--- config.mk ---
export PLATFORM = sky130hd
export DESIGN_NAME = vx_rop_blend_arb
export DESIGN_NICKNAME = d
export VERILOG_FILES = /design/src/rtl/vx_rop_blend_arb.sv
export SDC_FILE = /design/constraint.sdc
export NUM_CORES = 1
export LEC_CHECK = 0
export ABC_CLOCK_PERIOD_IN_PS = 2890
export CORE_AREA = 5 5 604 606
export DETAILED_ROUTE_END_ITERATION = 6
export DIE_AREA = 0 0 609 611
export PLACE_DENSITY_LB_ADDON = 0.2
export SETUP_SLACK_MARGIN = 0.5
export SLEW_MARGIN = 20
export SYNTH_ARGS = -nofsm -noshare
export SYNTH_HDL_FRONTEND = slang
export SYNTH_HIERARCHICAL = 1
export SYNTH_SLANG_ARGS = --single-unit
--- constraint.sdc ---
create_clock -name clk -period 2.89 [get_ports clk]
set_input_delay 0.578 -clock clk [delete_from_list [all_inputs] [get_ports clk]]
set_output_delay 0.578 -clock clk [all_outputs]
set_load 0.1 [all_outputs]
--- src/rtl/vx_rop_blend_arb.sv ---
// ============================================================================
// vx_rop_blend_arb
// ----------------------------------------------------------------------------
// Shares one blend unit among NUM_REQS requesters.
//   * Issue side: a round-robin arbiter picks one requester. A stalled transfer
//     locks the grant so the blend unit sees the same requester and data until
//     it accepts.
//   * Return side: responses are routed combinationally back to the requester
//     whose index is carried in the upper bits of the returned tag.
//   * A credit counter caps the number of outstanding transfers at
//     MAX_INFLIGHT.
//   * A RUN/DRAIN/ACK handshake empties the blend unit before a configuration
//     change. cfg_ack is high only once nothing is in flight.
//
// Ports
//   clk, reset                       clock, asynchronous active-low reset
//   req_valid/req_tag/req_*_color    per-requester issue request
//   req_ready                        per-requester issue accept
//   blend_valid_in/blend_tag_in/
//   blend_src_color/blend_dst_color  issue to the blend unit
//   blend_ready_in                   blend unit accept
//   blend_valid_out/blend_tag_out/
//   blend_color_out                  blend unit result
//   blend_ready_out                  result accept
//   rsp_valid/rsp_tag/rsp_color      per-requester response (tag/color shared)
//   rsp_ready                        per-requester response accept
//   cfg_req, cfg_ack                 drain request / drained acknowledge
//   inflight_count                   outstanding transfers
// ============================================================================

module vx_rop_blend_arb_chk #(
    parameter int CW           = 4,
    parameter int MAX_INFLIGHT = 8
) (
    input logic          clk,
    input logic          reset,
    input logic          rsp_fire,
    input logic [CW-1:0] inflight_count
);

    // A response that returns while nothing is outstanding is a protocol error.
    rsp_underflow_a: assert property (@(posedge clk) disable iff (!reset)
        !(rsp_fire && (inflight_count == '0)));

    // The credit counter must never pass its limit.
    count_bound_a: assert property (@(posedge clk) disable iff (!reset)
        inflight_count <= CW'(MAX_INFLIGHT));

endmodule

module vx_rop_blend_arb #(
    parameter int NUM_REQS     = 4,
    parameter int NUM_LANES    = 4,
    parameter int TAG_WIDTH    = 1,
    parameter int MAX_INFLIGHT = 8,
    localparam int RW          = (NUM_REQS > 1) ? $clog2(NUM_REQS) : 1,
    localparam int CW          = $clog2(MAX_INFLIGHT + 1)
) (
    input  logic                              clk,
    input  logic                              reset,
    input  logic [NUM_REQS-1:0]               req_valid,
    input  logic [NUM_REQS*TAG_WIDTH-1:0]     req_tag,
    input  logic [NUM_REQS*NUM_LANES*32-1:0]  req_src_color,
    input  logic [NUM_REQS*NUM_LANES*32-1:0]  req_dst_color,
    output logic [NUM_REQS-1:0]               req_ready,
    output logic                              blend_valid_in,
    output logic [RW+TAG_WIDTH-1:0]           blend_tag_in,
    output logic [NUM_LANES*32-1:0]           blend_src_color,
    output logic [NUM_LANES*32-1:0]           blend_dst_color,
    input  logic                              blend_ready_in,
    input  logic                              blend_valid_out,
    input  logic [RW+TAG_WIDTH-1:0]           blend_tag_out,
    input  logic [NUM_LANES*32-1:0]           blend_color_out,
    output logic                              blend_ready_out,
    output logic [NUM_REQS-1:0]               rsp_valid,
    output logic [TAG_WIDTH-1:0]              rsp_tag,
    output logic [NUM_LANES*32-1:0]           rsp_color,
    input  logic [NUM_REQS-1:0]               rsp_ready,
    input  logic                              cfg_req,
    output logic                              cfg_ack,
    output logic [CW-1:0]                     inflight_count
);

    localparam int DW = NUM_LANES * 32;
    localparam int TW = RW + TAG_WIDTH;
    localparam logic [CW-1:0] MAX_CNT = CW'(MAX_INFLIGHT);

    typedef enum logic [1:0] {
        ST_RUN   = 2'd0,
        ST_DRAIN = 2'd1,
        ST_ACK   = 2'd2
    } state_t;

    state_t          state_r;
    logic            cfg_ack_r;
    logic [RW-1:0]   rr_ptr_r;
    logic            lock_r;
    logic [RW-1:0]   lock_idx_r;
    logic [CW-1:0]   inflight_r;

    logic [RW-1:0]   rr_grant_s;
    logic            rr_found_s;
    logic [RW-1:0]   grant_s;
    logic            issue_valid_s;
    logic            issue_fire_s;
    logic            lock_nxt_s;
    logic [RW-1:0]   rsp_idx_s;
    logic            rsp_fire_s;
    logic [CW-1:0]   inflight_nxt_s;

    // (base + off) mod NUM_REQS; off is always below NUM_REQS+1 here.
    function automatic logic [RW-1:0] wrap_inc(input logic [RW-1:0] base, input int off);
        int sum;
        sum = int'(base) + off;
        if (sum >= NUM_REQS) begin
            sum = sum - NUM_REQS;
        end else begin
            sum = sum;
        end
        return RW'(sum);
    endfunction

    // Round-robin search starting at rr_ptr_r, first valid requester wins.
    always_comb begin
        rr_grant_s = rr_ptr_r;
        rr_found_s = 1'b0;
        for (int i = 0; i < NUM_REQS; i++) begin
            if (!rr_found_s && req_valid[wrap_inc(rr_ptr_r, i)]) begin
                rr_found_s = 1'b1;
                rr_grant_s = wrap_inc(rr_ptr_r, i);
            end else begin
                rr_found_s = rr_found_s;
            end
        end
    end

    // Issue side: a pending locked transfer overrides arbitration and ignores
    // the credit/state gate, since it was already admitted when it first stalled.
    always_comb begin
        if (lock_r) begin
            grant_s = lock_idx_r;
        end else begin
            grant_s = rr_grant_s;
        end
        issue_valid_s = reset && (lock_r ||
                        ((state_r == ST_RUN) && (inflight_r < MAX_CNT) && rr_found_s));
        issue_fire_s  = issue_valid_s && blend_ready_in;
        lock_nxt_s    = issue_valid_s && !blend_ready_in;
        req_ready     = '0;
        for (int i = 0; i < NUM_REQS; i++) begin
            req_ready[i] = issue_fire_s && (grant_s == RW'(i));
        end
    end

    assign blend_valid_in  = issue_valid_s;
    assign blend_tag_in    = {grant_s, req_tag[grant_s*TAG_WIDTH +: TAG_WIDTH]};
    assign blend_src_color = req_src_color[grant_s*DW +: DW];
    assign blend_dst_color = req_dst_color[grant_s*DW +: DW];

    // Return side: route by the requester index carried in the tag.
    always_comb begin
        rsp_idx_s       = blend_tag_out[TW-1 -: RW];
        blend_ready_out = rsp_ready[rsp_idx_s];
        rsp_fire_s      = blend_valid_out && blend_ready_out;
        rsp_valid       = '0;
        for (int i = 0; i < NUM_REQS; i++) begin
            rsp_valid[i] = blend_valid_out && (rsp_idx_s == RW'(i));
        end
    end

    assign rsp_tag   = blend_tag_out[TAG_WIDTH-1:0];
    assign rsp_color = blend_color_out;

    // Credit counter next value, saturating at both ends.
    always_comb begin
        inflight_nxt_s = inflight_r;
        if (issue_fire_s && !rsp_fire_s) begin
            if (inflight_r < MAX_CNT) begin
                inflight_nxt_s = inflight_r + CW'(1);
            end else begin
                inflight_nxt_s = inflight_r;
            end
        end else if (!issue_fire_s && rsp_fire_s) begin
            if (inflight_r != '0) begin
                inflight_nxt_s = inflight_r - CW'(1);
            end else begin
                inflight_nxt_s = inflight_r;
            end
        end else begin
            inflight_nxt_s = inflight_r;
        end
    end

    // Arbitration pointer, grant lock and credit count.
    always_ff @(posedge clk or negedge reset) begin
        if (!reset) begin
            rr_ptr_r   <= '0;
            lock_r     <= 1'b0;
            lock_idx_r <= '0;
            inflight_r <= '0;
        end else begin
            if (issue_fire_s) begin
                rr_ptr_r <= wrap_inc(grant_s, 1);
            end else begin
                rr_ptr_r <= rr_ptr_r;
            end
            lock_r     <= lock_nxt_s;
            lock_idx_r <= grant_s;
            inflight_r <= inflight_nxt_s;
        end
    end

    // Drain FSM. The DRAIN exit looks at next-cycle values so cfg_ack rises in
    // the cycle right after the last outstanding response is accepted.
    always_ff @(posedge clk or negedge reset) begin
        if (!reset) begin
            state_r   <= ST_RUN;
            cfg_ack_r <= 1'b0;
        end else begin
            case (state_r)
                ST_RUN: begin
                    if (cfg_req) begin
                        state_r <= ST_DRAIN;
                    end else begin
                        state_r <= ST_RUN;
                    end
                    cfg_ack_r <= 1'b0;
                end
                ST_DRAIN: begin
                    if ((inflight_nxt_s == '0) && !lock_nxt_s) begin
                        state_r   <= ST_ACK;
                        cfg_ack_r <= 1'b1;
                    end else begin
                        state_r   <= ST_DRAIN;
                        cfg_ack_r <= 1'b0;
                    end
                end
                ST_ACK: begin
                    if (!cfg_req) begin
                        state_r   <= ST_RUN;
                        cfg_ack_r <= 1'b0;
                    end else begin
                        state_r   <= ST_ACK;
                        cfg_ack_r <= 1'b1;
                    end
                end
                default: begin
                    state_r   <= ST_RUN;
                    cfg_ack_r <= 1'b0;
                end
            endcase
        end
    end

    assign cfg_ack        = cfg_ack_r;
    assign inflight_count = inflight_r;

    vx_rop_blend_arb_chk #(
        .CW           (CW),
        .MAX_INFLIGHT (MAX_INFLIGHT)
    ) u_chk (
        .clk            (clk),
        .reset          (reset),
        .rsp_fire       (rsp_fire_s),
        .inflight_count (inflight_r)
    );

endmodule

Word-level counts from Yosys, hierarchy flattened
Cells that the tools add are included.
{"block": "classes", "n_addsub": 11, "n_lt_le_gt_ge": 11, "eq_ne": 8, "shifts": 3, "n_mux": 35, "reduce_logical": 33}
{"operator": "512-bit by 10-bit variable part select with 128-bit output", "count": 2}
{"operator": "2-bit 2-to-1 mux", "count": 12}
{"operator": "1-bit logical AND", "count": 20}
{"operator": "4-bit 2-to-1 mux", "count": 4}
{"operator": "2-bit by 3-bit < comparator with 1-bit output, second input constant", "count": 5}
{"operator": "3-bit >= comparator, second input constant", "count": 4}
{"operator": "1-bit 2-to-1 mux", "count": 12}
{"operator": "1-bit binary-select mux with 2-bit select", "count": 5}
{"operator": "2-bit == test, second input constant", "count": 5}
{"operator": "2-bit by 1-bit subtractor with 2-bit output, second input constant", "count": 5}
{"operator": "1-bit logical NOT", "count": 7}
{"operator": "2-bit by 1-bit adder with 3-bit output, second input constant", "count": 2}
{"operator": "2-bit by 2-bit adder with 3-bit output, second input constant", "count": 2}
{"operator": "2-bit by 1-bit == test with 1-bit output, second input constant", "count": 3}
{"operator": "2-bit logical NOT", "count": 3}
{"operator": "2-bit case mux with 3 select lines", "count": 1}
{"operator": "4-bit by 1-bit adder with 4-bit output, second input constant", "count": 1}
{"operator": "4-bit logical NOT", "count": 1}
{"operator": "4-bit < comparator, second input constant", "count": 1}
{"operator": "4-bit nonzero test", "count": 1}
{"operator": "4-bit by 3-bit variable part select with 1-bit output", "count": 1}
{"operator": "4-bit by 1-bit subtractor with 4-bit output, second input constant", "count": 1}
{"operator": "2-bit by 3-bit >= comparator with 1-bit output, second input constant", "count": 1}
{"operator": "1-bit case mux with 2 select lines", "count": 1}
{"operator": "1-bit logical OR", "count": 1}
{"block": "word_totals", "regBits": 12, "input_bits": 1172}

Logic depth before layout (Yosys ltp)
{"block": "depth", "word_depth": 26, "mapped_depth": 11, "mapped_depth_nobuf": 9}

Worst setup path after synthesis
Ideal clock, no wire load.
{"block": "synth_timing", "path_type": "input -> output", "start": "input req_valid[0]", "end": "output blend_dst_color[10]", "arrival_time_ps": 4595, "required_ps": 2312, "slack_ps": -2283, "stages": 8, "n_path_buf": 2, "cell_sequence": "nor2b_1 -> o21ai_1 -> o221ai_1 -> o21ai_1 -> inv_2 -> buf_2 -> buf_4 -> mux2i_1"}
{"block": "synth_via", "elab_chain_cells": 14}
{"element": "start: declaration", "line_no": "61", "source": "input logic [NUM_REQS-1:0] req_valid,"}
{"element": "1-bit binary-select mux with 2-bit select", "line_no": "128", "source": "if (!rr_found_s && req_valid[wrap_inc(rr_ptr_r, i)]) begin"}
{"element": "1-bit 2-to-1 mux (implied by the code)", "line_no": "128"}
{"element": "1-bit 2-to-1 mux", "line_no": "128"}
{"element": "1-bit logical NOT", "line_no": "128"}
{"element": "1-bit logical AND", "line_no": "128"}
{"element": "1-bit 2-to-1 mux", "line_no": "128"}
{"element": "1-bit logical NOT", "line_no": "128"}
{"element": "1-bit logical AND", "line_no": "128"}
{"element": "1-bit 2-to-1 mux", "line_no": "128"}
{"element": "1-bit logical NOT", "line_no": "128"}
{"element": "1-bit logical AND", "line_no": "128"}
{"element": "2-bit 2-to-1 mux (*)", "line_no": "128"}
{"element": "2-bit 2-to-1 mux (*)", "line_no": "140", "source": "if (lock_r) begin"}
{"element": "net blend_tag_in[1]", "line_no": "67", "source": "output logic [RW+TAG_WIDTH-1:0] blend_tag_in,"}
{"element": "512-bit by 10-bit variable part select with 128-bit output (*)", "line_no": "158", "source": "assign blend_dst_color = req_dst_color[grant_s*DW +: DW];"}
{"element": "end: declaration", "line_no": "69", "source": "output logic [NUM_LANES*32-1:0] blend_dst_color,"}
The timed path passes the listed nets; every way through them passes the cells marked *. The select of a mux whose other input is x is not followed.

Worst setup path in the final report
{"block": "layout_timing", "start": "register rr_ptr_r[1]", "end": "output blend_dst_color[107]"}
{"block": "layout_via", "elab_chain_cells": 16}
{"element": "start: declaration", "line_no": "96", "source": "logic [RW-1:0] rr_ptr_r;"}
{"element": "start signal: assignment", "line_no": "203", "source": "rr_ptr_r <= wrap_inc(grant_s, 1);"}
{"element": "start signal: assignment", "line_no": "205", "source": "rr_ptr_r <= rr_ptr_r;"}
{"element": "parallel branches: the longest is 13 deep, another holds 2-bit by 1-bit adder with 3-bit output"}
{"element": "2-bit 2-to-1 mux (*)", "line_no": "128"}
{"element": "2-bit 2-to-1 mux (*)", "line_no": "140"}
{"element": "512-bit by 10-bit variable part select with 128-bit output (*)", "line_no": "158"}
Every way passes the cells marked *. The select of a mux whose other input is x is not followed.

==> impl_metrics.csv <==
group,metric,value,unit
status,run_status,"finished with violations",
status,failed_checks,"negative setup slack",
timing,tightest_slew,451,ps
layout,final_core_util,11.4,%
timing,final-max-slew-violation-count,0,
timing,timing.clock.skew,3.26,ps
clock_network,tritoncts,"done",
route,routed_wl_met3,34400,um
route,met1Wirelength,74600,um
layout,post_layout_nonfiller_instances,7443,
critical_path,setup.worst_path.start_class,"register",
route,antenna_violating_nets_left,0,
logic_synthesis,synth_async_sr_flop_share,100,%
clock_network,clk_pin_slew,60,ps
clock_network,cts_inserted_buffers,3,
logic_synthesis,post-synth-top-count-cell,"sky130_fd_sc_hd__mux2i_1",
power,p_leak,0.0147,uW
grt,grt_pass1_vias,17200,
timing,post-route-period-util,127,%
critical_path,crit_fanout,7,
critical_path,cp_data_arrival_time,3080,ps
power,power_density,859,mW/mm2
worst_hold_path,min_path_type,"in2async",
critical_path,worst-path-buf-inv,9,
die,top_level_ports,1575,
logic_synthesis,post_synth_instance_area,0.0102,mm2
route,drc_errors,0,
clock_network,clockBufferDepth,2,
grt,grt_ovf,0,
logic_synthesis,mappedNetlistNets,2276,
logic_synthesis,yosysTopAreaCell,"sky130_fd_sc_hd__mux2i_1",
die,die_height,611,um
route,first_drt_pass_iteration_count,4,
clock_network,cts.htree.levels,1,
run,max-cap-violations,0,
critical_path,crit_slowest_cell,"sky130_fd_sc_hd__dfrtp_2",
clock_network,tritoncts_num_sinks,12,
placement,dp_hpwl,208000,um
clock_network,cts_root_buf,"sky130_fd_sc_hd__clkbuf_16",
placement,post-place-ws,-2180,ps
logic_synthesis,netlist_top_cells_area,"sky130_fd_sc_hd__mux2i_1 (76%), sky130_fd_sc_hd__buf_4 (11%), sky130_fd_sc_hd__dfrtp_1 (2.9%)",
grt,initial_antenna_violation_count,226,
logic_synthesis,top_reg_cell_synth,"sky130_fd_sc_hd__dfrtp_1",
route,drt_iter0_markers,629,
route,drt-vias-per-instance,2.25,
timing,holdWs,464,ps
critical_path,cpPeakStageDelay,490,ps
clock_network,insertion_delay,260,ps
placement,final_weighted_congestion_in_routability_driven_placement,0.828,
critical_path,critical_path_class,"reg2out",
route,routed-via-count,16700,
logic_synthesis,synth_edf_count,0,
die,fp.dieW,609,um
timing,hold_viol,0,
layout,relative_area_change_from_synthesis_to_final_layout,300,%
critical_path,cp_top_family,"buffers and inverters",
logic_synthesis,flip_flop_and_latch_count_after_synthesis,12,
critical_path,cp-end-kind,"output pin",
timing,setup_viol,262,
placement,post-place-cells,7253,
placement,number_of_port_buffers,1316,
die,initial_core_util,2.84,%
grt,grt_first_pass_wirelength,267000,um
die,core_area,0.358,mm2
critical_path,cp-startpoint,"rr_ptr_r[1]",
die,rows,220,
logic_synthesis,synth_area_per_cell,9.32,um2
layout,final_nets,3832,
layout,layout-drive-gt1-share,44.2,%
clock_network,hold_fix_buffers_cts,0,
grt,grt_start_max_net_pins,20,
logic_synthesis,syn_inst,1094,
logic_synthesis,leading_post_synthesis_cells_by_instance_count,"sky130_fd_sc_hd__mux2i_1 (772), sky130_fd_sc_hd__buf_4 (156), sky130_fd_sc_hd__buf_2 (58), sky130_fd_sc_hd__dfrtp_1 (12), sky130_fd_sc_hd__ha_1 (10)",
route,wire_per_inst,31.0,um
timing,grt_setup_unrepaired,"true",
timing,worst_slack,-771,ps
timing,setup_tns,-164490,ps
logic_synthesis,synth_warnings,6,
timing,maxClockFrequency,273,MHz
critical_path,path_cells,"buf_6 > a21oi_4 > nor2_4 > o22ai_4 > buf_6 > o21ai_4 > buf_6 > buf_12 > buf_4 > buf_6 > buf_12 > clkbuf_16 > mux2i_1 > mux2i_4 > buf_12",
layout,num-fill-cells,40900,
critical_path,cp_common_cell,"sky130_fd_sc_hd__buf_6",
logic_synthesis,synth.distinct_cells,48,
timing,layout_min_cycle_time,3660,ps
critical_path,r2r_startpoint,"state_r[1]",
die,fp.dieArea,0.372,mm2
logic_synthesis,yosys.area.top_type_share,75.8,%
route,detail_route.wirelength,231000,um
route,route.met2.wl,114000,um
logic_synthesis,ys_seq_area_share,2.95,%
timing,maxSlewHeadroom,69.4,%
route,highest_layer,"met5",
power,worst_case_vdd_ir_drop,497,uV
critical_path,crit_required,2310,ps
grt,grt_util_all_layers,11.7,%
==> worst reg2reg max path, delay by kind of cell, from the launching register on <==
family | cells | cell delay, ps
buf+inv | 2 | 320
flops | 1 | 400
simple gates | 3 | 380
fa+ha+maj | 1 | 200
compound gates | 4 | 900
==> timing repair <==
action | CTS | global route
cloned | 30 | 10
setup buffers | 77 | 48
endpoints found under the setup margin | 274 | 271
gates resized for setup | 527 | 332
pin swaps | 6 | 17
==> cell usage in the layout (no fill, tap or decap), types with 3 or more instances in the layout <==
| master | count |
|---|---|
| sky130_fd_sc_hd__mux2i_1 | 389 |
| sky130_fd_sc_hd__buf_6 | 78 |
| sky130_fd_sc_hd__nor2_2 | 3 |
| sky130_fd_sc_hd__buf_12 | 336 |
| sky130_fd_sc_hd__mux2i_4 | 272 |
| sky130_fd_sc_hd__dlymetal6s2s_1 | 8 |
| sky130_fd_sc_hd__clkbuf_16 | 14 |
| sky130_fd_sc_hd__ha_1 | 7 |
| sky130_fd_sc_hd__inv_1 | 5 |
| sky130_fd_sc_hd__and2_4 | 5 |
| sky130_fd_sc_hd__a21oi_2 | 5 |
| sky130_fd_sc_hd__a21oi_1 | 3 |
| sky130_fd_sc_hd__buf_4 | 227 |
| sky130_fd_sc_hd__nand2_1 | 7 |
| sky130_fd_sc_hd__nor2_4 | 3 |
| sky130_fd_sc_hd__diode_2 | 21 |
| sky130_fd_sc_hd__buf_16 | 49 |
| sky130_fd_sc_hd__buf_8 | 24 |
| sky130_fd_sc_hd__o21ai_4 | 5 |
| sky130_fd_sc_hd__nor2b_1 | 3 |
| sky130_fd_sc_hd__mux2i_2 | 111 |
| sky130_fd_sc_hd__nor2_1 | 3 |
| sky130_fd_sc_hd__dfrtp_1 | 8 |
| sky130_fd_sc_hd__clkdlybuf4s50_1 | 1030 |
| sky130_fd_sc_hd__dfrtp_2 | 4 |
==> metrics by stage <==
stage | cell area, um2 | total power, uW
floorplan | 11100 | 16700
global placement | 34000 | 29100
finish | 40700 | 35000
CTS | 38200 | 33600
detailed placement | 34000 | 29000
global route | 40700 | 36200
==> path summary, 6_finish.rpt <==
| kind | endpoint | cells after the start | slack (ps) |
|---|---|---|---|
| min | inflight_count[1] | 2 | 460 |
| min reg2reg | state_r[0] | 2 | 650 |
| max in group asynchronous | rr_ptr_r[1] | 2 | 2210 |
| min in group clk | state_r[0] | 2 | 650 |
| max | blend_dst_color[107] | 15 | -770 |
| max reg2reg | cfg_ack | 10 | 570 |
==> logic make-up (layout without fill, tap and decap cells) <==
group                    count (synthesis)  in the layout  synth area share, %
flip-flops                              12             12                 2.95
buffers and inverters                  224           1779                 14.7
multiplexers                           773            773                 76.0
adder cells (fa/ha/maj)                 10             10                 1.23
XOR/XNOR                                 1              1               0.0859
other                                    0             21                    0
AND/OR/NAND/NOR                         43             43                 2.69
AO/OA/AOI/OAI                           31             31                 2.33
==> registers in the layout (all words and copies together), names as in the netlist <==
register and count:
inflight_count 4, lock_r 1, cfg_ack 1, rr_ptr_r 2
state_r 2, lock_idx_r 2
==> layout make-up <==
| type | instances | area (um2) | share of cell area [%] |
|---|---|---|---|
| Clock buffer | 4 | 88.8 | 0.218 |
| Multi-Input combinational cell | 858 | 12500 | 30.6 |
| Timing Repair Buffer | 1766 | 21800 | 53.5 |
| Tap cell | 4773 | 5970 | 14.7 |
| Sequential cell | 12 | 305 | 0.750 |
| Inverter | 9 | 67.6 | 0.166 |
| Antenna cell | 21 | 52.6 | 0.129 |
==> routing by layer <==
metal | vias to the layer above | GRT usage, %
met4 | 176 | 1.95
li1 | 7150 | -
met3 | 494 | 8.28
met5 | - | 0.762
met2 | 1098 | 20.8
met1 | 7797 | 11.0
==> power by group <==
part / total (uW) / switching (uW) / internal (uW)
combinational: 34400 / 19400 / 15000
sequential: 274 / 58.9 / 215
clock: 316 / 105 / 211
total: 35000 / 19600 / 15400
No activity file was read; power rests on OpenSTA's default activity.
